--- src/rtl/bali_pkg.sv ---
// Definitions shared by the fetch stage and control: fetch FSM states,
// opcode values and the instruction-length rule both sides must agree on.
package bali_pkg;

    typedef enum logic [2:0] {
        S_OP_REQ,
        S_OP_CAP,
        S_A1_REQ,
        S_A1_CAP,
        S_A2_REQ,
        S_A2_CAP,
        S_EXEC
    } fetch_state_t;

    localparam logic [7:0] NOP       = 8'h00;
    localparam logic [7:0] ICONST_M1 = 8'h02;
    localparam logic [7:0] ICONST_2  = 8'h05;
    localparam logic [7:0] BIPUSH    = 8'h10;
    localparam logic [7:0] SIPUSH    = 8'h11;
    localparam logic [7:0] ILOAD     = 8'h15;
    localparam logic [7:0] ISTORE    = 8'h36;
    localparam logic [7:0] IADD      = 8'h60;
    localparam logic [7:0] IINC      = 8'h84;
    localparam logic [7:0] IFEQ      = 8'h99;
    localparam logic [7:0] IF_ICMPLE = 8'hA4;
    localparam logic [7:0] GOTO      = 8'hA7;

    // Number of immediate bytes following an opcode; the whole
    // conditional-branch range through GOTO carries a 16-bit offset.
    function automatic logic [1:0] arg_len(input logic [7:0] opcode);
        logic [1:0] len;
        len = 2'd0;
        if (opcode == BIPUSH || opcode == ILOAD || opcode == ISTORE) begin
            len = 2'd1;
        end else if (opcode == SIPUSH || opcode == IINC ||
                     (opcode >= IFEQ && opcode <= GOTO)) begin
            len = 2'd2;
        end
        return len;
    endfunction

endpackage

--- src/rtl/bytecode_fetch.sv ---
// Bytecode fetch stage: reads opcode and immediate bytes one per access,
// issues the assembled instruction to control and owns the program counter.
module bytecode_fetch
    import bali_pkg::*;
#(
    parameter int ADDR_W = 16
) (
    input  logic              clk,
    input  logic              rst,
    input  logic              en,
    output logic [ADDR_W-1:0] mem_addr,
    input  logic [7:0]        mem_rdata,
    output logic [7:0]        op_code,
    output logic [7:0]        arg1,
    output logic [7:0]        arg2,
    output logic              instr_valid,
    input  logic              op_done,
    input  logic              jmp,
    input  logic [15:0]       jmpaddr,
    output logic [ADDR_W-1:0] pc
);

    fetch_state_t      state;
    fetch_state_t      state_next;
    logic [ADDR_W-1:0] pc_next;
    logic [ADDR_W-1:0] addr_next;
    logic [7:0]        opc;
    logic [7:0]        a1;
    logic [1:0]        n_args;
    logic              rd_valid;
    logic              ld_opc;
    logic              ld_a1;
    logic              issue;
    logic              leave_exec;
    logic [7:0]        iss_op;
    logic [7:0]        iss_a1;
    logic [7:0]        iss_a2;
    logic              unused_jmp_hi;

    assign unused_jmp_hi = ^jmpaddr;

    // rd_valid is low in the first enabled cycle after a stall, meaning the
    // read issued before the stall is gone and a capture state must re-request.
    always_comb begin
        state_next = state;
        pc_next    = pc;
        addr_next  = mem_addr;
        ld_opc     = 1'b0;
        ld_a1      = 1'b0;
        issue      = 1'b0;
        leave_exec = 1'b0;
        iss_op     = 8'h00;
        iss_a1     = 8'h00;
        iss_a2     = 8'h00;
        if (en) begin
            case (state)
                S_OP_REQ: begin
                    addr_next  = pc;
                    state_next = S_OP_CAP;
                end
                S_OP_CAP: begin
                    if (!rd_valid) begin
                        state_next = S_OP_REQ;
                    end else begin
                        ld_opc  = 1'b1;
                        pc_next = pc + ADDR_W'(1);
                        if (arg_len(mem_rdata) != 2'd0) begin
                            state_next = S_A1_REQ;
                        end else begin
                            state_next = S_EXEC;
                            issue      = 1'b1;
                            iss_op     = mem_rdata;
                        end
                    end
                end
                S_A1_REQ: begin
                    addr_next  = pc;
                    state_next = S_A1_CAP;
                end
                S_A1_CAP: begin
                    if (!rd_valid) begin
                        state_next = S_A1_REQ;
                    end else begin
                        ld_a1   = 1'b1;
                        pc_next = pc + ADDR_W'(1);
                        if (n_args == 2'd2) begin
                            state_next = S_A2_REQ;
                        end else begin
                            state_next = S_EXEC;
                            issue      = 1'b1;
                            iss_op     = opc;
                            iss_a1     = mem_rdata;
                        end
                    end
                end
                S_A2_REQ: begin
                    addr_next  = pc;
                    state_next = S_A2_CAP;
                end
                S_A2_CAP: begin
                    if (!rd_valid) begin
                        state_next = S_A2_REQ;
                    end else begin
                        pc_next    = pc + ADDR_W'(1);
                        state_next = S_EXEC;
                        issue      = 1'b1;
                        iss_op     = opc;
                        iss_a1     = a1;
                        iss_a2     = mem_rdata;
                    end
                end
                S_EXEC: begin
                    if (op_done) begin
                        leave_exec = 1'b1;
                        state_next = S_OP_REQ;
                        if (jmp) begin
                            pc_next = jmpaddr[ADDR_W-1:0];
                        end
                    end
                end
                default: begin
                    state_next = S_OP_REQ;
                end
            endcase
        end
    end

    always_ff @(posedge clk or posedge rst) begin
        if (rst) begin
            state    <= S_OP_REQ;
            pc       <= '0;
            mem_addr <= '0;
            opc      <= 8'h00;
            a1       <= 8'h00;
            n_args   <= 2'd0;
            rd_valid <= 1'b0;
        end else begin
            rd_valid <= en;
            state    <= state_next;
            pc       <= pc_next;
            mem_addr <= addr_next;
            if (ld_opc) begin
                opc    <= mem_rdata;
                n_args <= arg_len(mem_rdata);
            end
            if (ld_a1) begin
                a1 <= mem_rdata;
            end
        end
    end

    // Issued instruction is loaded once on entry to S_EXEC and cleared to nop
    // when control retires it, so control never sees stale argument bytes.
    always_ff @(posedge clk or posedge rst) begin
        if (rst) begin
            op_code     <= 8'h00;
            arg1        <= 8'h00;
            arg2        <= 8'h00;
            instr_valid <= 1'b0;
        end else if (issue) begin
            op_code     <= iss_op;
            arg1        <= iss_a1;
            arg2        <= iss_a2;
            instr_valid <= 1'b1;
        end else if (leave_exec) begin
            op_code     <= 8'h00;
            arg1        <= 8'h00;
            arg2        <= 8'h00;
            instr_valid <= 1'b0;
        end
    end

endmodule

--- config.mk ---
export PLATFORM = sky130hd
export DESIGN_NAME = bytecode_fetch
export DESIGN_NICKNAME = d
export VERILOG_FILES = /design/src/rtl/bali_pkg.sv /design/src/rtl/bytecode_fetch.sv
export SDC_FILE = /design/constraint.sdc
export NUM_CORES = 1
export LEC_CHECK = 0
export CORE_MARGIN = 1
export CORE_UTILIZATION = 37
export CTS_CLUSTER_DIAMETER = 30
export DETAILED_ROUTE_END_ITERATION = 10
export GPL_TIMING_DRIVEN = 0
export PLACE_DENSITY = 0.7
export SKIP_CTS_REPAIR_TIMING = 1
export SYNTH_ARGS = -nofsm -noshare
export SYNTH_HDL_FRONTEND = slang
export SYNTH_SLANG_ARGS = --single-unit
--- constraint.sdc ---
create_clock -name clk -period 2.75 [get_ports clk]
set_input_delay 0.6875 -clock clk [delete_from_list [all_inputs] [get_ports clk]]
set_output_delay 0.6875 -clock clk [all_outputs]
set_load 0.01 [all_outputs]
# [Yosys cells after proc, flatten, opt, wreduce, memory -nomap -nowiden]
# Cells that the tools add are included.
[word_totals] regBits=79 in_bits=29 output_inout_bits=57 wordCells=94
[op_classes] addsub=1 magnitude_cmp=2 n_eq_ne=15 n_mux=51 n_reduce_logical=14
[op_table] cell="$mux W8" count=17
[op_table] cell="$mux W16" count=3
[op_table] cell="$pmux W16 S2" count=1
[op_table] cell="$eq A8 B5 Y1 const B" count=3
[op_table] cell="$pmux W8 S3" count=1
[op_table] cell="$pmux W3 S7" count=1
[op_table] cell="$add A16 B1 Y16 const B" count=1
[op_table] cell="$pmux W8 S2" count=1
[op_table] cell="$mux W1" count=15
[op_table] cell="$mux W2" count=7
[op_table] cell="$mux W3" count=4
[op_table] cell="$eq A3 B3 Y1 const B" count=3
[op_table] cell="$eq A8 B6 Y1 const B" count=1
[op_table] cell="$eq A8 B8 Y1 const B" count=1
[op_table] cell="$ge A8 B8 Y1 const B" count=1
[op_table] cell="$le A8 B8 Y1 const B" count=1
[op_table] cell="$eq A3 B2 Y1 const B" count=2
[op_table] cell="$reduce_bool A2 Y1" count=3
[op_table] cell="$reduce_or A3 Y1" count=2
[op_table] cell="$reduce_and A5 Y1" count=1
[op_table] cell="$logic_or A1 B1 Y1" count=4
[op_table] cell="$ne A2 B2 Y1 const B" count=2
[op_table] cell="$reduce_and A2 Y1" count=2
[op_table] cell="$eq A3 B1 Y1 const B" count=1
[op_table] cell="other kinds (5)" count=5

# [Longest topological paths before layout]
# Gate-level depths: netlist of run 1.
[logic_depth] ltp_word=14 ltp_mapped=8 mapped_depth_nobuf=6

# [Worst setup path before layout of run 1]
# OpenSTA, ideal clock, no wires.
[synth_timing] kind="in2reg" startpoint="input port mem_rdata[1]" endpoint="register arg2[1]" setup_time_ps=122 arrival_time_ps=2083 required_ps=2628 slack_ps=545 stages=8 n_path_buf=3 cell_sequence="buf_2 -> or3_1 -> a31oi_1 -> o311a_1 -> buf_4 -> nand2_4 -> buf_6 -> a32o_1"
[synth_via] elab_chain_len=14 elab_cells_between_ends=27 cone_classes="order compare (2); eq/ne (5); mux (13); reduce/logical (7)"
[synth_rtl] element="start, declared" line_no="bytecode_fetch.sv:12" text="input logic [7:0] mem_rdata,"
[synth_rtl] element="$ge A8 B8 Y1, or another cell as far along" line_no="bali_pkg.sv:36" text="(opcode >= IFEQ && opcode <= GOTO)) begin"
[synth_rtl] element="$logic_and A1 B1 Y1 or $logic_or A1 B1 Y1 (tied branches)" line_no="bali_pkg.sv:36, bali_pkg.sv:35"
[synth_rtl] element="$logic_or A1 B1 Y1" line_no="bali_pkg.sv:35" text="end else if (opcode == SIPUSH || opcode == IINC ||"
[synth_rtl] element="$mux W2" line_no="bali_pkg.sv:35"
[synth_rtl] element="$mux W2"
[synth_rtl] element="$mux W2" line_no="bytecode_fetch.sv:62" text="if (!rd_valid) begin"
[synth_rtl] element="$mux W2" line_no="bytecode_fetch.sv:56" text="case (state)"
[synth_rtl] element="$mux W2" line_no="bytecode_fetch.sv:55" text="if (en) begin"
[synth_rtl] element="$reduce_bool A2 Y1" line_no="bytecode_fetch.sv:67" text="if (arg_len(mem_rdata) != 2'd0) begin"
[synth_rtl] element="$mux W1" line_no="bytecode_fetch.sv:67"
[synth_rtl] element="$mux W1" line_no="bytecode_fetch.sv:62"
[synth_rtl] element="$pmux W1 S3" line_no="bytecode_fetch.sv:56"
[synth_rtl] element="$mux W1" line_no="bytecode_fetch.sv:55"
[synth_rtl] element="$mux W8 or $reduce_bool A2 Y1 (tied branches)"
[synth_rtl] element="end signal, assigned" line_no="bytecode_fetch.sv:163" text="arg2 <= iss_a2;"
[synth_rtl] element="end, declared" line_no="bytecode_fetch.sv:15" text="output logic [7:0] arg2,"
# Several ways; a longest one is shown, not always the timed one. The select of a mux whose other input is x is not followed.
# A chain may end at the register's enable or synchronous reset.

# [Final worst setup path of run 1]
[layout_timing] startpoint="input port en" endpoint="register pc[1]"
[layout_via] elab_chain_len=1
[layout_rtl] element="start, declared" line_no="bytecode_fetch.sv:10" text="input logic en,"
[layout_rtl] element="$reduce_and A5 Y1 (no line)"
[layout_rtl] element="end signal, assigned" line_no="bytecode_fetch.sv:140" text="pc <= pc_next;"
[layout_rtl] element="end, declared" line_no="bytecode_fetch.sv:20" text="output logic [ADDR_W-1:0] pc"
# Every way passes these cells.

==> metrics.csv, run 1 <==
metric,value,unit
dieArea,0.01051,mm2
syn_inst,343,
layout-drive-gt1-share,15.33,%
power.density,919.3,mW/mm2
synthesis.area,0.003737,mm2
grt.total_usage,19.32,%
drc,0,
hp-class,reg2reg,
cp_data_arrival_time,2.73,ns
wl_met1,4305,um
ant_nets,0,
dp_hpwl,6694,um
synth_top_area_share,52.90,%
antenna_cells,0,
tritoncts,yes,
criticalPathCategory,in2reg,
yosys.area.top_type,dfrtp_1,
slew_headroom,49.23,%
firstDrtPassIters,4,
coreArea,0.009774,mm2
area_growth,30.50,%
die_w,102.5,um
avgRoutedWirePerCell,16.63,um
antenna_found_initial,0,
tightest_slew,0.7588,ns
period_needed,2.476,ns
rsz0062_at_grt,false,
synth_edf_count,0,
nets,463,
start_util,38.24,%
cts-root-buf,clkbuf_8,
grt_max_degree,47,
clk_pin_slew_worst_paths,0.08,ns
post-route-util,49.90,%
drv_cap,0,
initialDrtViolationCount,137,
place_ws,-0.01834,ns
yosys_warnings,0,
fmax,0.4038,GHz
finalCritPeriodShare,90.05,%
async_flop_share,100.0,%
synth_cell_types,51,
leakage,1.973,nW
grt_pass1_vias,3058,
die_h,102.5,um
ys_top_cells_by_count,"79 x dfrtp_1, 30 x nand2_1, 27 x mux2_2",
gr-total-overflow,0,
status,finished clean,
rows,36,
syn_nets,373,
crit_fanout,10,
ios,86,
seq_area_frac_synth,52.90,%
setup_violations,0,
hold_viol,0,
finalWirelength,9479,um
cts_buffers,9,
synth.avg_cell_area,10.90,um2
globalplace.congestion,0.8184,
top_layer,met4,
clock_sinks,79,
final.setup.worst_slack,0.2736,ns
grt_pass1_wl,15560,um
dr_total_vias,3142,
synthTopCellsByArea,"dfrtp_1 53%, mux2_2 8.1%, a32o_1 4.3%",
wl_met2,4538,um
cts_buffer_depth,2,
worstPathRequired,3.01,ns
io_buffers,78,
clk_latency,0.34,ns
finalMaxSlewViolations,0,
synth_ff_type,dfrtp_1,
finalClockSkew,0.01207,ns
wl_met3,541,um
synth-seq-cells,79,
vdd_drop_max,453.4,uV
end_kind,register,
htreeDepth,3,
viasPerCell,5.512,
cp-start-kind,input pin,
synth.most_common_cell,dfrtp_1,
-- cells by family after synthesis --
group | synth area share, %
fa+ha+maj | 0.3347
compound gates | 20.52
mux | 8.671
buf+inv | 4.620
simple gates | 12.72
flops | 52.90
xor+xnor | 0.2344
-- where the power goes --
part | total, mW | internal, mW | leakage, nW | switching (mW)
logic | 1.79 | 1.00 | 0.896 | 0.780
registers | 1.95 | 1.61 | 0.994 | 0.338
clock network | 0.745 | 0.325 | 0.0825 | 0.421
total | 4.48 | 2.94 | 1.97 | 1.54
-- registers in the layout, summed over array words and instances, names as in the netlist --
signal and cells:
arg2 8, pc 16, state 3, mem_addr 16, instr_valid 1, n_args 2, rd_valid 1, opc 8
a1 8, op_code 8, arg1 8
-- per-stage QoR --
stage / TNS, ns / instances / total power [mW] / cell area [um2] / hold WS [ns]
floorplan: 0 / 343 / 2.855 / 3737 / 0.4479
global route: 0 / 570 / 4.813 / 4877 / 0.5120
global placement: -98.61 / 554 / 3.703 / 4684 / 0.4631
detailed placement: -0.01872 / 555 / 3.767 / 4715 / 0.4740
CTS: 0 / 570 / 4.536 / 4877 / 0.4919
finish: 0 / 570 / 4.483 / 4877 / 0.4904
-- layout make-up --
class | count | area [um2]
Fill cell | 908 | 4897
Sequential cell | 79 | 1977
Multi-Input combinational cell | 229 | 1588
Timing Repair Buffer | 79 | 808.3
Tap cell | 133 | 166.4
Buffer | 26 | 138.9
Clock buffer | 10 | 127.6
Inverter | 9 | 36.28
Clock inverter | 5 | 35.03
-- layer usage --
layer / vias up / track usage (%)
met5: - / 0
met4: 0 / 5.055
met3: 9 / 4.542
met2: 112 / 30.67
met1: 1555 / 26.62
li1: 1466 / -
-- final timing paths --
kind | slack (ns) | end | start | depth (start not counted)
setup / recovery | 0.27 | pc[1]$_DFFE_PP0P_ | en | 6
hold / removal | 0.49 | n_args[1]$_DFFE_PP0P_ | n_args[1]$_DFFE_PP0P_ | 2
setup reg to reg | 0.55 | arg2[2]$_DFFE_PP0P_ | state[1]$_DFFE_PP0P_ | 6
hold reg to reg | 0.49 | n_args[1]$_DFFE_PP0P_ | n_args[1]$_DFFE_PP0P_ | 2
max in group asynchronous | 1.47 | pc[2]$_DFFE_PP0P_ | rst | 3
min in group asynchronous | 0.71 | arg1[3]$_DFFE_PP0P_ | rst | 2
-- critical path, cell delays in order --
cell	delay [ns]
clkdlybuf4s50_1	0.62
o21ai_0	0.25
a21oi_1	0.49
clkbuf_1	0.46
nor2_1	0.08
a31oi_1	0.14
-- cell usage in the layout (no fill, tap or decap), drive strengths merged, types with 2 or more instances in the layout --
| master | Yosys | routed |
|---|---|---|
| mux2 | 27 | 27 |
| clkbuf | 9 | 19 |
| nor2 | 9 | 9 |
| nand4 | 4 | 4 |
| a32o | 16 | 16 |
| and3 | 2 | 2 |
| nor3 | 6 | 6 |
| inv | 9 | 10 |
| a22o | 10 | 10 |
| nand2 | 31 | 31 |
| nand2b | 3 | 3 |
| mux2i | 2 | 2 |
| clkdlybuf4s50 | 0 | 78 |
| o211ai | 2 | 2 |
| a32oi | 10 | 10 |
| nand3 | 12 | 12 |
| dfrtp | 79 | 79 |
| a31oi | 4 | 4 |
| o22ai | 5 | 5 |
| and2 | 2 | 2 |
| nor4b | 4 | 4 |
| buf | 17 | 18 |
| nor2b | 3 | 3 |
| nand3b | 3 | 3 |
| a2bb2oi | 4 | 4 |
| a21oi | 25 | 25 |
| clkinv | 0 | 3 |
| o21ai | 31 | 31 |
No activity file was read; power rests on OpenSTA's default activity.
==> run 2, diff against run 1 <==
--- a/config.mk
+++ b/config.mk
@@ -5,9 +5,10 @@
 export SDC_FILE = /design/constraint.sdc
 export NUM_CORES = 1
 export LEC_CHECK = 0
-export CORE_MARGIN = 1
+export CORE_MARGIN = 5
 export CORE_UTILIZATION = 37
 export CTS_CLUSTER_DIAMETER = 30
+export CTS_CLUSTER_SIZE = 40
 export DETAILED_ROUTE_END_ITERATION = 10
 export GPL_TIMING_DRIVEN = 0
 export PLACE_DENSITY = 0.7
==> run 2 against run 1 <==
Net effect:
- clock skew down 0.0036 ns
- sequential cell count did not move
- critical path depth unchanged
- largest cell class unchanged
- non-clock buffer count stayed put
- first-iteration DRC count is 42% higher
- die area up 16%
- critical endpoint unchanged
==> metrics.csv, run 2 (synthesis gave the netlist of run 1 again) <==
metric,value,unit,change
vdd_drop_max,365.2,uV,-19%
layout-drive-gt1-share,15.75,%,+0.42 points
dp_hpwl,7039,um,+5.2%
antenna_cells,0,,unchanged
clk_pin_slew_worst_paths,0.09,ns,about the same
dieArea,0.01221,mm2,+16%
cts_buffers,9,,unchanged
cp_data_arrival_time,2.73,ns,about the same
leakage,1.983,nW,+0.50%
firstDrtPassIters,5,,+1
hold_viol,0,,unchanged
die_w,110.5,um,+7.8%
die_h,110.5,um,+7.8%
criticalPathCategory,in2reg,,
grt_pass1_vias,3162,,+3.4%
initialDrtViolationCount,195,,+42%
totalPowerFinal,4.547,mW,+1.4%
drc,0,,unchanged
rsz0062_at_grt,false,,
finalWirelength,9788,um,+3.3%
dr_total_vias,3132,,-0.32%
htreeDepth,3,,unchanged
antenna_found_initial,0,,unchanged
finalClockSkew,0.008492,ns,-0.003582 ns
globalplace.congestion,0.8480,,+3.6%
setup_violations,0,,unchanged
start_util,38.06,%,-0.18 points
viasPerCell,5.485,,-0.49%
crit_fanout,10,,unchanged
top_regs,"mem_addr: 16 flops, pc: 16 flops",,
cp-start-kind,input pin,,
power.density,929.3,mW/mm2,+1.1%
tritoncts,yes,,
period_needed,2.457,ns,-0.01931 ns
ant_nets,0,,unchanged
avgRoutedWirePerCell,17.14,um,+3.1%
grt_pass1_wl,16350,um,+5.1%
hold_slack,0.4840,ns,-0.006384 ns
ios,86,,unchanged
post-route-util,49.83,%,-0.063 points
grt.total_usage,16.08,%,-3.2 points
hp-class,reg2reg,,
tightest_slew,0.7680,ns,+0.009234 ns
nets,463,,unchanged
rows,36,,unchanged
io_buffers,78,,unchanged
dp_cells,555,,unchanged
layout_common_cells,"79 x dfrtp_1, 78 x clkdlybuf4s50_1, 30 x nand2_1, 27 x mux2_2, 24 x a21oi_1",,
tns,0,ns,unchanged
drv_cap,0,,unchanged
status,finished clean,,
final_cells,571,,+0.18%
gr-total-overflow,0,,unchanged
grt_max_degree,66,,+40%
area_growth,30.93,%,
fmax,0.4070,GHz,+0.79%
cts-root-buf,clkbuf_8,,
slew_headroom,48.61,%,-0.62 points
finalCritPeriodShare,89.35,%,-0.70 points
worstPathRequired,3.02,ns,about the same
clk_latency,0.35,ns,about the same
clock_sinks,79,,unchanged
coreArea,0.009819,mm2,+0.46%
end_kind,register,,
final_common_cell,dfrtp_1,,
cts_buffer_depth,2,,unchanged
finalMaxSlewViolations,0,,unchanged
==> run 2: layer usage <==
metal | GRT usage, % | share of wire, %
met3 | 5.088 | 7.4
met1 | 21.59 | 44
met4 | 4.269 | 0.95
met2 | 25.16 | 48
met5 | 0 | 0
==> run 2: worst paths after layout <==
path                                           from                       end  slack [ns]  cells after the start
hold reg to reg            mem_addr[10]$_DFFE_PP0P_  mem_addr[10]$_DFFE_PP0P_        0.48                      2
setup reg to reg               state[0]$_DFFE_PP0P_       arg2[1]$_DFFE_PP0P_        0.56                      6
hold / removal             mem_addr[10]$_DFFE_PP0P_  mem_addr[10]$_DFFE_PP0P_        0.48                      2
setup / recovery                                 en         pc[1]$_DFFE_PP0P_        0.29                      6
max in group asynchronous                       rst   mem_addr[5]$_DFFE_PP0P_        1.56                      3
min in group asynchronous                       rst   mem_addr[9]$_DFFE_PP0P_        0.61                      2
==> run 2: layout make-up <==
type	instances	area, um2
multi-input combinational	229	1588
clock buffer	9	123.9
clock inverter	7	55.05
sequential	79	1977
timing repair buffer	79	808.3
tap	133	166.4
fill	953	4926
inverter	9	36.28
buffer	26	138.9
==> run 2: metrics by stage <==
stage               setup slack, ns  area (um2)
finish                       0.2929        4893
global route                 0.2566        4893
CTS                          0.3607        4893
detailed placement        -0.005406        4715
global placement             -1.212        4684
floorplan                   0.03912        3737
==> run 2: where the power goes <==
part / switching [mW] / leakage (nW) / total (mW) / internal [mW]
Sequential: 0.334 / 0.994 / 1.95 / 1.61
Combinational: 0.794 / 0.896 / 1.80 / 1.01
Clock: 0.459 / 0.0923 / 0.800 / 0.340
Total: 1.59 / 1.98 / 4.55 / 2.96
==> run 2: worst max-delay path: stages <==
cell and delay, ns:
clkdlybuf4s50_1 0.64, o21ai_0 0.26, a21oi_1 0.48, clkbuf_1 0.44
nor2_1 0.07, a31oi_1 0.14
==> run 3, diff against run 2 <==
--- a/config.mk
+++ b/config.mk
@@ -11,7 +11,7 @@
 export CTS_CLUSTER_SIZE = 40
 export DETAILED_ROUTE_END_ITERATION = 10
 export GPL_TIMING_DRIVEN = 0
-export PLACE_DENSITY = 0.7
+export PLACE_DENSITY_LB_ADDON = 0.25
 export SKIP_CTS_REPAIR_TIMING = 1
 export SYNTH_ARGS = -nofsm -noshare
 export SYNTH_HDL_FRONTEND = slang
==> run 3 against run 2 <==
Net effect:
- core utilization decreased by 0.27 points
- sequential share of layout area increased by 0.22 points
- critical path depth unchanged
- critical path type unchanged
- largest cell class unchanged
==> metrics.csv, run 3 (synthesis gave the netlist of run 1 again) <==
metric,value,unit,change
wl_met1,4673,um,+8.5%
drc,0,,unchanged
initialDrtViolationCount,132,,-32%
power.density,925.8,mW/mm2,-0.38%
antenna_cells,0,,unchanged
fillers,952,,-0.10%
viasPerCell,5.453,,-0.59%
final_cells,570,,-0.18%
dr_total_vias,3108,,-0.77%
coreArea,0.009819,mm2,unchanged
htreeDepth,3,,unchanged
hold_viol,0,,unchanged
finalClockSkew,0.01218,ns,+0.003689 ns
wl_met3,474,um,-34%
ios,86,,unchanged
start_util,38.06,%,unchanged
grt_pass1_vias,3098,,-2.0%
clk_latency,0.35,ns,about the same
vdd_drop_max,401.8,uV,+10%
end_kind,register,,
fmax,0.4068,GHz,about the same
dp_cells,555,,unchanged
nets,463,,unchanged
io_buffers,78,,unchanged
finalWirelength,9870,um,+0.84%
die_h,110.5,um,unchanged
period_needed,2.458,ns,+0.001172 ns
final_common_cell,dfrtp_1,,
grt_pass1_wl,15980,um,-2.2%
gr-total-overflow,0,,unchanged
clock_sinks,79,,unchanged
top_layer,met4,,
cts-root-buf,clkbuf_8,,
criticalPathCategory,in2reg,,
antenna_found_initial,0,,unchanged
setup_violations,0,,unchanged
dp_hpwl,6991,um,-0.69%
die_w,110.5,um,unchanged
ant_nets,0,,unchanged
top_regs,"mem_addr: 16 flops, pc: 16 flops",,
tightest_slew,0.6850,ns,-0.08301 ns
rows,36,,unchanged
drv_cap,0,,unchanged
totalPowerFinal,4.506,mW,-0.91%
slew_headroom,54.16,%,+5.6 points
grt.total_usage,15.82,%,-0.26 points
rsz0062_at_grt,false,,
cp_data_arrival_time,2.73,ns,about the same
cts_buffers,9,,unchanged
hp-class,reg2reg,,
status,finished clean,,
cts_buffer_depth,2,,unchanged
finalCritPeriodShare,89.39,%,about the same
avgRoutedWirePerCell,17.32,um,+1.0%
worstPathRequired,3.02,ns,about the same
layout-drive-gt1-share,15.56,%,-0.19 points
grt_max_degree,42,,-36%
leakage,1.972,nW,-0.53%
layout_common_cells,"79 x dfrtp_1, 78 x clkdlybuf4s50_1, 30 x nand2_1, 27 x mux2_2, 24 x a21oi_1",,
cp-start-kind,input pin,,
clk_pin_slew_worst_paths,0.08,ns,about the same
tritoncts,yes,,
wl_met2,4569,um,-2.1%
dieArea,0.01221,mm2,unchanged
crit_fanout,10,,unchanged
finalMaxSlewViolations,0,,unchanged
firstDrtPassIters,4,,-1
globalplace.congestion,0.7932,,-6.5%
area_growth,30.23,%,
==> run 3: area by class of cell <==
type	count	area, um2	area share (%)
clock inverter	6	36.28	0.7455
timing repair buffer	79	800.8	16.45
clock buffer	9	123.9	2.545
buffer	26	138.9	2.853
tap	133	166.4	3.419
sequential	79	1977	40.62
inverter	9	36.28	0.7455
multi-input combinational	229	1588	32.62
==> run 3: where the power goes <==
group	switching (mW)	leakage [nW]	total, mW	internal, mW
Combinational	0.785	0.893	1.79	1.00
Clock	0.446	0.0850	0.766	0.320
Sequential	0.338	0.994	1.95	1.61
Total	1.57	1.97	4.51	2.94
==> run 3: worst paths after layout <==
| kind | startpoint | to | slack (ns) | cells past startpoint |
|---|---|---|---|---|
| worst max register to register | state[1]$_DFFE_PP0P_ | arg2[2]$_DFFE_PP0P_ | 0.53 | 6 |
| worst max-delay path | en | pc[1]$_DFFE_PP0P_ | 0.29 | 6 |
| max in group asynchronous | rst | opc[1]$_DFFE_PP0P_ | 1.44 | 3 |
| min in group asynchronous | rst | mem_addr[10]$_DFFE_PP0P_ | 0.72 | 2 |
| worst min-delay path | n_args[1]$_DFFE_PP0P_ | n_args[1]$_DFFE_PP0P_ | 0.48 | 2 |
| worst min register to register | n_args[1]$_DFFE_PP0P_ | n_args[1]$_DFFE_PP0P_ | 0.48 | 2 |
==> run 3: worst max-delay path, stage by stage <==
cell	delay, ns
clkdlybuf4s50_1	0.63
o21ai_0	0.25
a21oi_1	0.49
clkbuf_1	0.46
nor2_1	0.07
a31oi_1	0.14
==> run 3: metal layers <==
metal | vias up | global-route usage (%)
li1 | 1468 | -
met1 | 1541 | 21.22
met2 | 89 | 24.51
met3 | 10 | 4.869
met4 | 0 | 5.008
met5 | - | 0
==> run 3: stage by stage <==
stage / util, % / cell area, um2 / TNS, ns / worst slack [ns] / hold slack, ns
detailed placement: 47.94 / 4707 / -0.4000 / -0.06402 / 0.4675
finish: 49.57 / 4867 / 0 / 0.2917 / 0.4840
global route: 49.57 / 4867 / 0 / 0.07107 / 0.5207
global placement: 47.71 / 4684 / -103.87 / -1.315 / 0.4619
CTS: 49.57 / 4867 / 0 / 0.3591 / 0.4863
floorplan: - / 3737 / 0 / 0.03912 / 0.4479
==> variant (config.mk and constraints of run 2) <==
Reset style: synchronous (`rst`), changed in 2 clocked blocks.
--- a/src/rtl/bytecode_fetch.sv
+++ b/src/rtl/bytecode_fetch.sv
@@ -125,7 +125,7 @@
         end
     end
 
-    always_ff @(posedge clk or posedge rst) begin
+    always_ff @(posedge clk) begin
         if (rst) begin
             state    <= S_OP_REQ;
             pc       <= '0;
@@ -151,7 +151,7 @@
 
     // Issued instruction is loaded once on entry to S_EXEC and cleared to nop
     // when control retires it, so control never sees stale argument bytes.
-    always_ff @(posedge clk or posedge rst) begin
+    always_ff @(posedge clk) begin
         if (rst) begin
             op_code     <= 8'h00;
             arg1        <= 8'h00;
Check against the original RTL: differs if rst is asserted again (counterexample within 4 cycles, from zero or initial values and one cycle with rst high); with rst held inactive, the same outputs for 4 cycles.
==> variant against run 2 <==
- synthesized cell count is 17% higher
- critical path type unchanged
- critical endpoint is now arg1[3]$_SDFFE_PP0P_
- area after synthesis is 0.40% lower
- count of clock-buffer cells in the layout stayed put
- worst setup slack better by 13 ps
- wire length is 7.1% higher
- cell area is 0.61% lower
- sequential cell count stayed put
- non-clock buffer count is 8 higher
Power is not compared: it rests on default switching activity, and its combinational part moved more than twofold at a synthesized area within 25%.
==> variant: results (changes against run 2) <==
Final layout
  • Register area: 1580 um^2 (-20%)
  • Multi-input comb cells: 285 (+24%)
  • Area of the multi-input gates: 1910 um^2 (+20%)
  • Share of cells above drive strength 1: 10.9% (-4.8 points)
  • Clk tree area frac: 4.19% (+0.54 points)
  • Layout Nets: 520 (+12%)
  • Cell area after layout: 4860 um^2 (-0.61%)
  • Inverters, non-clock: 2 (-7)
  • FF+latch count: 79 (unchanged)
  • Non-clock buffering overhead: 20.4% (+1.0 points)
  • Number of non-clock buffers: 113 (+7.6%)
  • Regs by FF count: mem_addr x16, pc x16
  • Finished Layout Cells: 628 (+10%)
  • Fill count: 948 (-0.52%)

Setup path
  • Worst EP arrival: 2750 ps (+20 ps)
  • Worst path max stage delay: 580 ps (-60 ps)
  • Crit-path max FO: 10 (unchanged)
  • Family with the most delay on the worst path: compound AO/OA/AOI/OAI gates
  • R2R depth: 8 (+2)

Synthesis
  • Post-synth ARST share: 0% (-100 points)
  • Syn_area_per_cell: 9.26 um^2 (-15%)
  • Netlist cell types: 61 (+20%)
  • Post-synthesis mux area share: 6.45% (-2.2 points)
  • Post-synthesis compound-gate area fraction: 27.0% (+6.4 points)
  • Post-synthesis sequential area ratio: 42.5% (-10 points)
  • Post-Synth Adder-Cell Area: 0.336% (+0.0014 points)
  • Main area contributors after synthesis: dfxtp_1, a22o_1, mux2i_1
  • Synth top cells by count: dfxtp_1, nor2_1, a22o_1
  • Ys Warns: 0 (unchanged)
  • XOR/XNOR share of the synthesized area: 0.235% (+0.00095 points)
  • Syn Nets: 432 (+16%)

GRT
  • Vias in the first global route: 3355 (+6.1%)
  • Total track usage: 17.7% (+1.6 points)
  • GR Layer Usage met3: 7.40% (+2.3 points)
  • Grt met2 use: 28.7% (+3.5 points)
  • First-pass GRT wire length: 16.9 mm (+3.2%)
  • Largest net degree at the start of global routing: 16 (-76%)
  • Grt met1 use: 21.9% (+0.27 points)

Outcome
  • Status: complete, no violations

Place
  • Final Wtd Congestion: 0.882 (+4.0%)
  • # placed instances: 612 (+10%)
  • Placed cell area: 4660 um^2 (-1.2%)
  • DP HPWL: 7.57 mm (+7.5%)
  • Number of port buffers: 77 (-1.3%)
  • Place WS: -60.5 ps (-55.1 ps)

Routing
  • Met2 WL post-DR: 4.79 mm (+2.7%)
  • Mean number of vias per cell: 5.45 (-0.63%)
  • DR pass1 iterations: 4 (-1)
  • Wl on met1: 4.43 mm (+2.7%)
  • Metal3 WL: 1.11 mm (+55%)
  • DRT iter0 DRCs: 164 (-16%)
  • WL per Instance: 16.7 um (-2.6%)

STA
  • Worst-Margin Slew: 662 ps (-107 ps)
  • Post-Route Skew: 12.0 ps (+3.53 ps)

CTS
  • Worst-Skew Late Latency: 360 ps

Worst hold path
  • Hold Path Stages: 1 (-1)
  • Worst hold path class: flip-flop to flip-flop
## variant: cell count changes in the layout (fill, tap and decap cells not counted), sizes merged, moves of 22 or more
cell   before  now
a22o       10   37
dfrtp      79    0
mux2       27    0
mux2i       2   24
dfxtp       0   79
nor2        9   53
## variant: power groups by stage
stage	combinational, mW	sequential [mW]	clock, mW
floorplan	0.106	1.18	0
global placement	0.170	1.18	0
detailed placement	0.172	1.18	0
CTS	0.173	1.15	0.928
global route	0.185	1.15	0.975
finish	0.172	1.15	0.897
## variant: worst paths after layout
kind | from | slack (ps) | to
worst min register to register | arg2[4]$_SDFFE_PP0P_ | 480 | arg2[4]$_SDFFE_PP0P_
worst max register to register | state[2]$_SDFFE_PP0P_ | 720 | pc[9]$_SDFFE_PP0P_
worst min-delay path | arg2[4]$_SDFFE_PP0P_ | 480 | arg2[4]$_SDFFE_PP0P_
worst max-delay path | mem_rdata[6] | 310 | arg1[3]$_SDFFE_PP0P_
